`config.mk`:
```
export PLATFORM = sky130hd
export DESIGN_NAME = acum_ctrl
export DESIGN_NICKNAME = d
export VERILOG_FILES = /design/src/rtl/acc_pkg.sv /design/src/rtl/wrap_cnt.sv /design/src/rtl/acum_ctrl.sv
export SDC_FILE = /design/constraint.sdc
export NUM_CORES = 1
export LEC_CHECK = 0
export BUFFER_PORTS_ARGS = -buffer_cell sky130_fd_sc_hd__buf_2
export CAP_MARGIN = 20
export CORE_ASPECT_RATIO = 1.1
export CORE_UTILIZATION = 55
export CTS_BUF_LIST = sky130_fd_sc_hd__clkbuf_4 sky130_fd_sc_hd__clkbuf_8 sky130_fd_sc_hd__clkbuf_16
export DETAILED_ROUTE_END_ITERATION = 8
export PLACE_DENSITY = 0.8
export SETUP_SLACK_MARGIN = 0.3
export SLEW_MARGIN = 30
export SYNTH_ARGS = -nofsm -noshare
export SYNTH_HDL_FRONTEND = slang
export SYNTH_SLANG_ARGS = --single-unit
```
`constraint.sdc`:
```
create_clock -name clk -period 4.5 [get_ports clk]
set_clock_uncertainty 0.2 [all_clocks]
set_input_delay 0.9 -clock clk [delete_from_list [all_inputs] [get_ports clk]]
set_output_delay 0.9 -clock clk [all_outputs]
set_load 0.02 [all_outputs]
```
`src/rtl/acc_pkg.sv`:
```
// Shared state encoding and default plane geometry for the column accumulator controller.
package acc_pkg;
  localparam int WID_DEF  = 56;
  localparam int CHNL_DEF = 64;
  localparam int CNT_W    = 6;

  typedef enum logic [1:0] {
    ST_IDLE  = 2'd0,
    ST_ACCUM = 2'd1,
    ST_DRAIN = 2'd2
  } acc_state_t;
endpackage

```
`src/rtl/wrap_cnt.sv`:
```
// Modulo-MOD counter: clear has priority, advances on enable, o_wrap flags the last value.
// Zero latency on o_wrap (decoded from the registered count); no backpressure of its own.
module wrap_cnt #(
  parameter int MOD = 56,
  parameter int W   = 6
) (
  input  logic         clk,
  input  logic         rst_n,
  input  logic         i_en,
  input  logic         i_clr,
  output logic [W-1:0] o_cnt,
  output logic         o_wrap
);
  localparam logic [W-1:0] LAST = W'(MOD - 1);
  localparam logic [W-1:0] ONE  = W'(1);

  logic [W-1:0] r_cnt;

  assign o_cnt  = r_cnt;
  assign o_wrap = (r_cnt == LAST);

  always_ff @(posedge clk or negedge rst_n) begin
    if (!rst_n) begin
      r_cnt <= '0;
    end else if (i_clr) begin
      r_cnt <= '0;
    end else if (i_en) begin
      r_cnt <= o_wrap ? '0 : r_cnt + ONE;
    end
  end
endmodule

```
`src/rtl/acum_ctrl.sv`:
```
// Sequences channel-major column accumulation and hands finished columns downstream.
// Finished column valid one cycle after its last-channel accept; a stalled output blocks new columns.
module acum_ctrl
  import acc_pkg::*;
#(
  parameter int WID  = WID_DEF,
  parameter int CHNL = CHNL_DEF
) (
  input  logic             clk,
  input  logic             rst_n,
  input  logic             start,
  input  logic             abort,
  input  logic             col_valid_i,
  output logic             col_ready_o,
  output logic             acc_en_o,
  output logic             acc_clr_o,
  output logic [CNT_W-1:0] col_o,
  output logic [CNT_W-1:0] chnl_o,
  output logic             out_valid_o,
  input  logic             out_ready_i,
  output logic [CNT_W-1:0] out_col_o,
  output logic             busy,
  output logic             done
);
  localparam logic [CNT_W-1:0] COL_LAST = CNT_W'(WID - 1);

  acc_state_t       r_state;
  acc_state_t       w_state_nxt;
  logic             r_out_vld;
  logic [CNT_W-1:0] r_out_col;
  logic             r_done;
  logic             w_done_nxt;
  logic             w_cnt_clr;
  logic             w_col_wrap;
  logic             w_chnl_wrap;
  logic             w_out_hs;
  logic             w_last_acc;
  logic             w_final_hs;

  // The single output holding register is the only buffer, so a stalled output stalls input.
  assign col_ready_o = (r_state == ST_ACCUM) && !(r_out_vld && !out_ready_i);
  assign acc_en_o    = col_valid_i && col_ready_o;
  assign acc_clr_o   = (r_state == ST_ACCUM) && (chnl_o == '0);
  assign w_out_hs    = r_out_vld && out_ready_i;
  assign w_last_acc  = acc_en_o && w_col_wrap && w_chnl_wrap;
  assign w_final_hs  = w_out_hs && (r_out_col == COL_LAST);

  assign out_valid_o = r_out_vld;
  assign out_col_o   = r_out_col;
  assign busy        = (r_state != ST_IDLE);
  assign done        = r_done;

  wrap_cnt #(.MOD(WID), .W(CNT_W)) u_col_cnt (
    .clk    (clk),
    .rst_n  (rst_n),
    .i_en   (acc_en_o),
    .i_clr  (w_cnt_clr),
    .o_cnt  (col_o),
    .o_wrap (w_col_wrap)
  );

  wrap_cnt #(.MOD(CHNL), .W(CNT_W)) u_chnl_cnt (
    .clk    (clk),
    .rst_n  (rst_n),
    .i_en   (acc_en_o && w_col_wrap),
    .i_clr  (w_cnt_clr),
    .o_cnt  (chnl_o),
    .o_wrap (w_chnl_wrap)
  );

  always_ff @(posedge clk or negedge rst_n) begin
    if (!rst_n) begin
      r_state <= ST_IDLE;
    end else begin
      r_state <= w_state_nxt;
    end
  end

  always_comb begin
    w_state_nxt = r_state;
    w_done_nxt  = 1'b0;
    w_cnt_clr   = abort;
    case (r_state)
      ST_IDLE: begin
        if (start && !abort) begin
          w_state_nxt = ST_ACCUM;
          w_cnt_clr   = 1'b1;
        end
      end
      ST_ACCUM: begin
        if (abort) begin
          w_state_nxt = ST_IDLE;
        end else if (w_last_acc) begin
          w_state_nxt = ST_DRAIN;
        end
      end
      ST_DRAIN: begin
        if (abort) begin
          w_state_nxt = ST_IDLE;
        end else if (w_final_hs) begin
          w_state_nxt = ST_IDLE;
          w_done_nxt  = 1'b1;
        end
      end
      default: w_state_nxt = ST_IDLE;
    endcase
  end

  // A last-channel accept reloads the holding register even while it is being drained.
  always_ff @(posedge clk or negedge rst_n) begin
    if (!rst_n) begin
      r_out_vld <= 1'b0;
      r_out_col <= '0;
      r_done    <= 1'b0;
    end else begin
      r_done <= w_done_nxt;
      if (abort) begin
        r_out_vld <= 1'b0;
        r_out_col <= '0;
      end else if (acc_en_o && w_chnl_wrap) begin
        r_out_vld <= 1'b1;
        r_out_col <= col_o;
      end else if (w_out_hs) begin
        r_out_vld <= 1'b0;
      end
    end
  end
endmodule
```
Yosys cells after proc, flatten, opt, wreduce, memory -nomap -nowiden
Index checks and enable logic that the tools add are counted.

operators by class
  add/subtract/negate cells = 2
  equality and inequality tests = 8
  muxes and demuxes = 22
  reductions and logical operators = 21

operators by type and width
  cell                                                 count
  two-way mux 6 bit                                    8
  equality test 6 bit, second input constant           3
  adder 6 x 1 -> 6 bit, second input constant          2
  logical AND 1 bit                                    10
  two-way mux 2 bit                                    5
  two-way mux 1 bit                                    8
  nonzero test 2 bit                                   4
  logical NOT 6 bit                                    1
  != test 3 bit, second input constant                 2
  case mux 2 bit (3 select lines)                      1
  logical NOT 1 bit                                    3
  AND reduction 3 bit                                  1
  nonzero test 3 bit                                   1
  equality test 2 x 1 -> 1 bit, second input constant  1
  equality test 2 bit, second input constant           1
  logical NOT 2 bit                                    1
  != test 2 bit, second input constant                 1

word-level totals
  bits in registers = 22
  output and inout bits = 24
  word-level logic and storage cells = 59

Depth between registers and ports, before layout
  word-level depth = 10
  gate-level depth with buffers = 7

Modules after synthesis
From an unflattened synthesis, not the netlist that was laid out.

unflattened totals
  cell total of the unflattened synthesis = 117
  area total of the unflattened synthesis = 1188.6 um^2

modules (own cells, without submodules)
  module                 instances  cells each  area each (um^2)  sequential area each (um^2)
  acum_ctrl              1          51          551.8             250.2
  wrap_cnt (u_chnl_cnt)  1          32          320.3             150.1
  wrap_cnt (u_col_cnt)   1          34          316.6             150.1

Worst setup path after synthesis
OpenSTA, ideal clock, no wires.

  path type = input -> output
  from = in out_ready_i
  to = out acc_en_o
  arrival = 1.509 ns
  required time = 3.400 ns
  slack = 1.891 ns
  stages on the path = 4
  path buffers = 1
  cells stage by stage = nand2b_1 nand3_4 inv_6 buf_2

on the way
  word-level cells in the longest chain between the ends = 5

RTL lines
  element             RTL line         source
  start: declaration  acum_ctrl.sv:20  input logic out_ready_i,
  logical NOT 1 bit   acum_ctrl.sv:41  assign col_ready_o = (r_state == ST_ACCUM) && !(r_out_vld && !out_ready_i);
  logical AND 1 bit   acum_ctrl.sv:41
  logical NOT 1 bit   acum_ctrl.sv:41
  logical AND 1 bit   acum_ctrl.sv:41
  logical AND 1 bit   acum_ctrl.sv:42  assign acc_en_o = col_valid_i && col_ready_o;
  end: declaration    acum_ctrl.sv:15  output logic acc_en_o,

No other way between the ends.

Worst setup path after layout
Ends and elaborated chain as after synthesis.

==> results.txt <==
CTS tree = done
Die ar. = 2250 sq um
endpoints failing setup = 0
Tot GR Track Use = 0.241
Pre-Repair DR Iteration Count = 4
Setup crit end kind = primary output
Area Overhead vs Synth = 17.3%
#FFs+latches synth = 22
fmax = 360 MHz
Synth area leaders = dfrtp_1 48%, a21oi_1 6.2%, nand3_1 5.7%
H-Tree Depth = 1
placed instance area = 1300 sq um
slowest CP cell = nand2b_1
DRT antenna net count = 0
Num CTS Buffers = 3
leak pwr = 0.641 nW
global route overflow = 0
Nets = 164
average size of a mapped cell = 9.10 sq um
Ports = 30
# fillers = 150
Die H = 49.7 um
critical path fanouts, max = 15
DR iter-0 viols = 31
Hold Path Class = flop to flop
M1 WL = 1070 um
most frequent cells after synthesis = 22 x dfrtp_1, 16 x nand2_1, 14 x a21oi_1
most frequent CP cell = buf_2
unrepaired setup endpoints after global routing = no
Placer Congestion = 0.834
synthesized area = 1140 sq um
Cells after Synth = 125
Final TNS setup = 0 ps
critical path class = input pin to primary output
Hold Buf Count CTS = 0
Port Buffers = 29
Final Max Slew Viols = 0
vias in the first global route = 884
DR WL/cell = 12.9 um
row count = 16
final period utilization = 0.617
core area = 1860 sq um
DR top layer = met4
Vias/cell = 5.48
largest net degree at the start of global routing = 23
clk root buf = clkbuf_4
DPL Wire Length = 1780 um
Async SR Flop Fraction = 1.00
Cell variety after synth = 32
Yosys Warn Count = 0
initial core utilization = 0.611
Longest Clk Path Bufs = 2
initial antenna violation count = 0
Worst-path clk slew = 120 ps
Sink Count = 22
worst slew pin tran = 474 ps
Post-synth EDFFs = 0
fraction of layout cells with a size suffix above 1 = 0.260
Worst EP arrival = 1680 ps
status = finished, final reports clean
CP peak stage delay = 190 ps
count leader, synth = dfrtp_1
met2 wire len = 1150 um
ANT cells = 0
critical-path cell list = buf_2 > nand2b_1 > nand3_4 > inv_6 > buf_2
top cell type's share of synthesized area = 0.484
CP Launch Type = input pin
syn_nets = 134
Setup Fix Bufs, Post-CTS = 0
Routed WL = 2330 um
Pwr Density = 263 nW/um^2
post-route cell area = 1330 sq um
metal3 WL = 78 um
Clock Latency Late Sink = 300 ps
Final Hold Fails = 0
maxcap violations = 0
DR vias = 991
peak supply drop = 0.000154 V
number of remaining DRC errors = 0
DIE WIDTH = 45.4 um
Final Critical Period = 2780 ps
Post-synth top flop = dfrtp_1
Post-CTS Resized = 0
register area share after synthesis = 0.484
cell accounting for the most synthesized area = dfrtp_1
Slew headroom = 0.684
Worst Path Required = 3400 ps
global-route wire length before repair = 3970 um
[routing by layer]
layer / track usage / up-vias
met1: 0.329 / 465
met2: 0.389 / 26
li1: - / 496
met4: 0.0758 / 0
met3: 0.0330 / 4
met5: 0 / -
[path summary, 6_finish.rpt]
check / start / end / slack, ps / cells after the start
setup / recovery: out_ready_i / acc_en_o / 1720 / 5
hold / removal: r_state[0]$_DFFE_PN0P_ / done$_DFF_PN0_ / 320 / 1
setup reg to reg: u_col_cnt.o_cnt[0]$_DFFE_PN0P_ / u_chnl_cnt.o_cnt[3]$_DFFE_PN0P_ / 2470 / 6
hold reg to reg: r_state[0]$_DFFE_PN0P_ / done$_DFF_PN0_ / 320 / 1
max in group asynchronous: rst_n / out_col_o[0]$_DFFE_PN0P_ / 3450 / 1
min in group asynchronous: rst_n / u_chnl_cnt.o_cnt[4]$_DFFE_PN0P_ / 330 / 1
[area by class of cell]
type	count	area, sq um	share of cell area
clock buffers	4	36.3	0.0272
inverters	6	27.5	0.0206
multi-input cells	93	541	0.405
flip-flops and latches	22	551	0.413
well taps	27	33.8	0.0253
repair buffers	29	145	0.109
[metrics by stage]
step	std cells	util	hold WS, ps	total power [W]	setup WS (ps)
2_1_floorplan	125	-	261	0.000232	1890
3_3_place_gp	177	0.697	285	0.000246	1770
3_5_place_dp	177	0.697	313	0.000248	1730
4_1_cts	181	0.716	329	0.000354	1720
5_1_grt	181	0.716	365	0.000366	1680
6_report	181	0.716	322	0.000350	1720
[power by group]
part	leakage [nW]	total, W	switching [W]	internal [W]
Sequential	0.304	0.000205	0.00000398	0.000201
Clock	0.0210	0.000107	0.0000578	0.0000494
Combinational	0.316	0.0000384	0.0000263	0.0000121
Total	0.641	0.000350	0.0000881	0.000262
[critical path, delay by kind of cell]
family                 cells  cell delay (ps)
AND/OR/NAND/NOR            2              360
buffers and inverters      3              420
[logic make-up after synthesis]
kind of cell,Yosys count,synth area share
adder cells (fa/ha/maj),3,0.0330
AND/OR/NAND/NOR,64,0.307
buffers and inverters,10,0.0407
AO/OA/AOI/OAI,23,0.112
XOR/XNOR,3,0.0231
flip-flops,22,0.484
[flip-flops by register name, indices dropped and copies added, names as in the netlist]
name	flops
out_col_o	6
done	1
r_state	2
out_valid_o	1
u_col_cnt.o_cnt	6
u_chnl_cnt.o_cnt	6
[cell usage in the layout (no fill, tap or decap), drive strengths merged]
cell type | netlist | routed
or4 | 4 | 4
or4b | 1 | 1
nand3 | 14 | 14
nor4b | 1 | 1
nand2 | 18 | 18
and3 | 3 | 3
a21oi | 14 | 14
clkbuf | 1 | 4
and2b | 1 | 1
o21ai | 5 | 5
xor2 | 3 | 3
o31ai | 1 | 1
a21o | 1 | 1
inv | 6 | 6
nand4 | 1 | 1
nor3 | 2 | 2
ha | 3 | 3
o211a | 1 | 1
buf | 3 | 29
a22oi | 1 | 1
nor2 | 12 | 12
nand3b | 1 | 1
nor4 | 2 | 2
and2 | 1 | 1
nand2b | 2 | 2
dfrtp | 22 | 22
or2 | 1 | 1
Note: power is estimated with default switching activity, not from simulation.
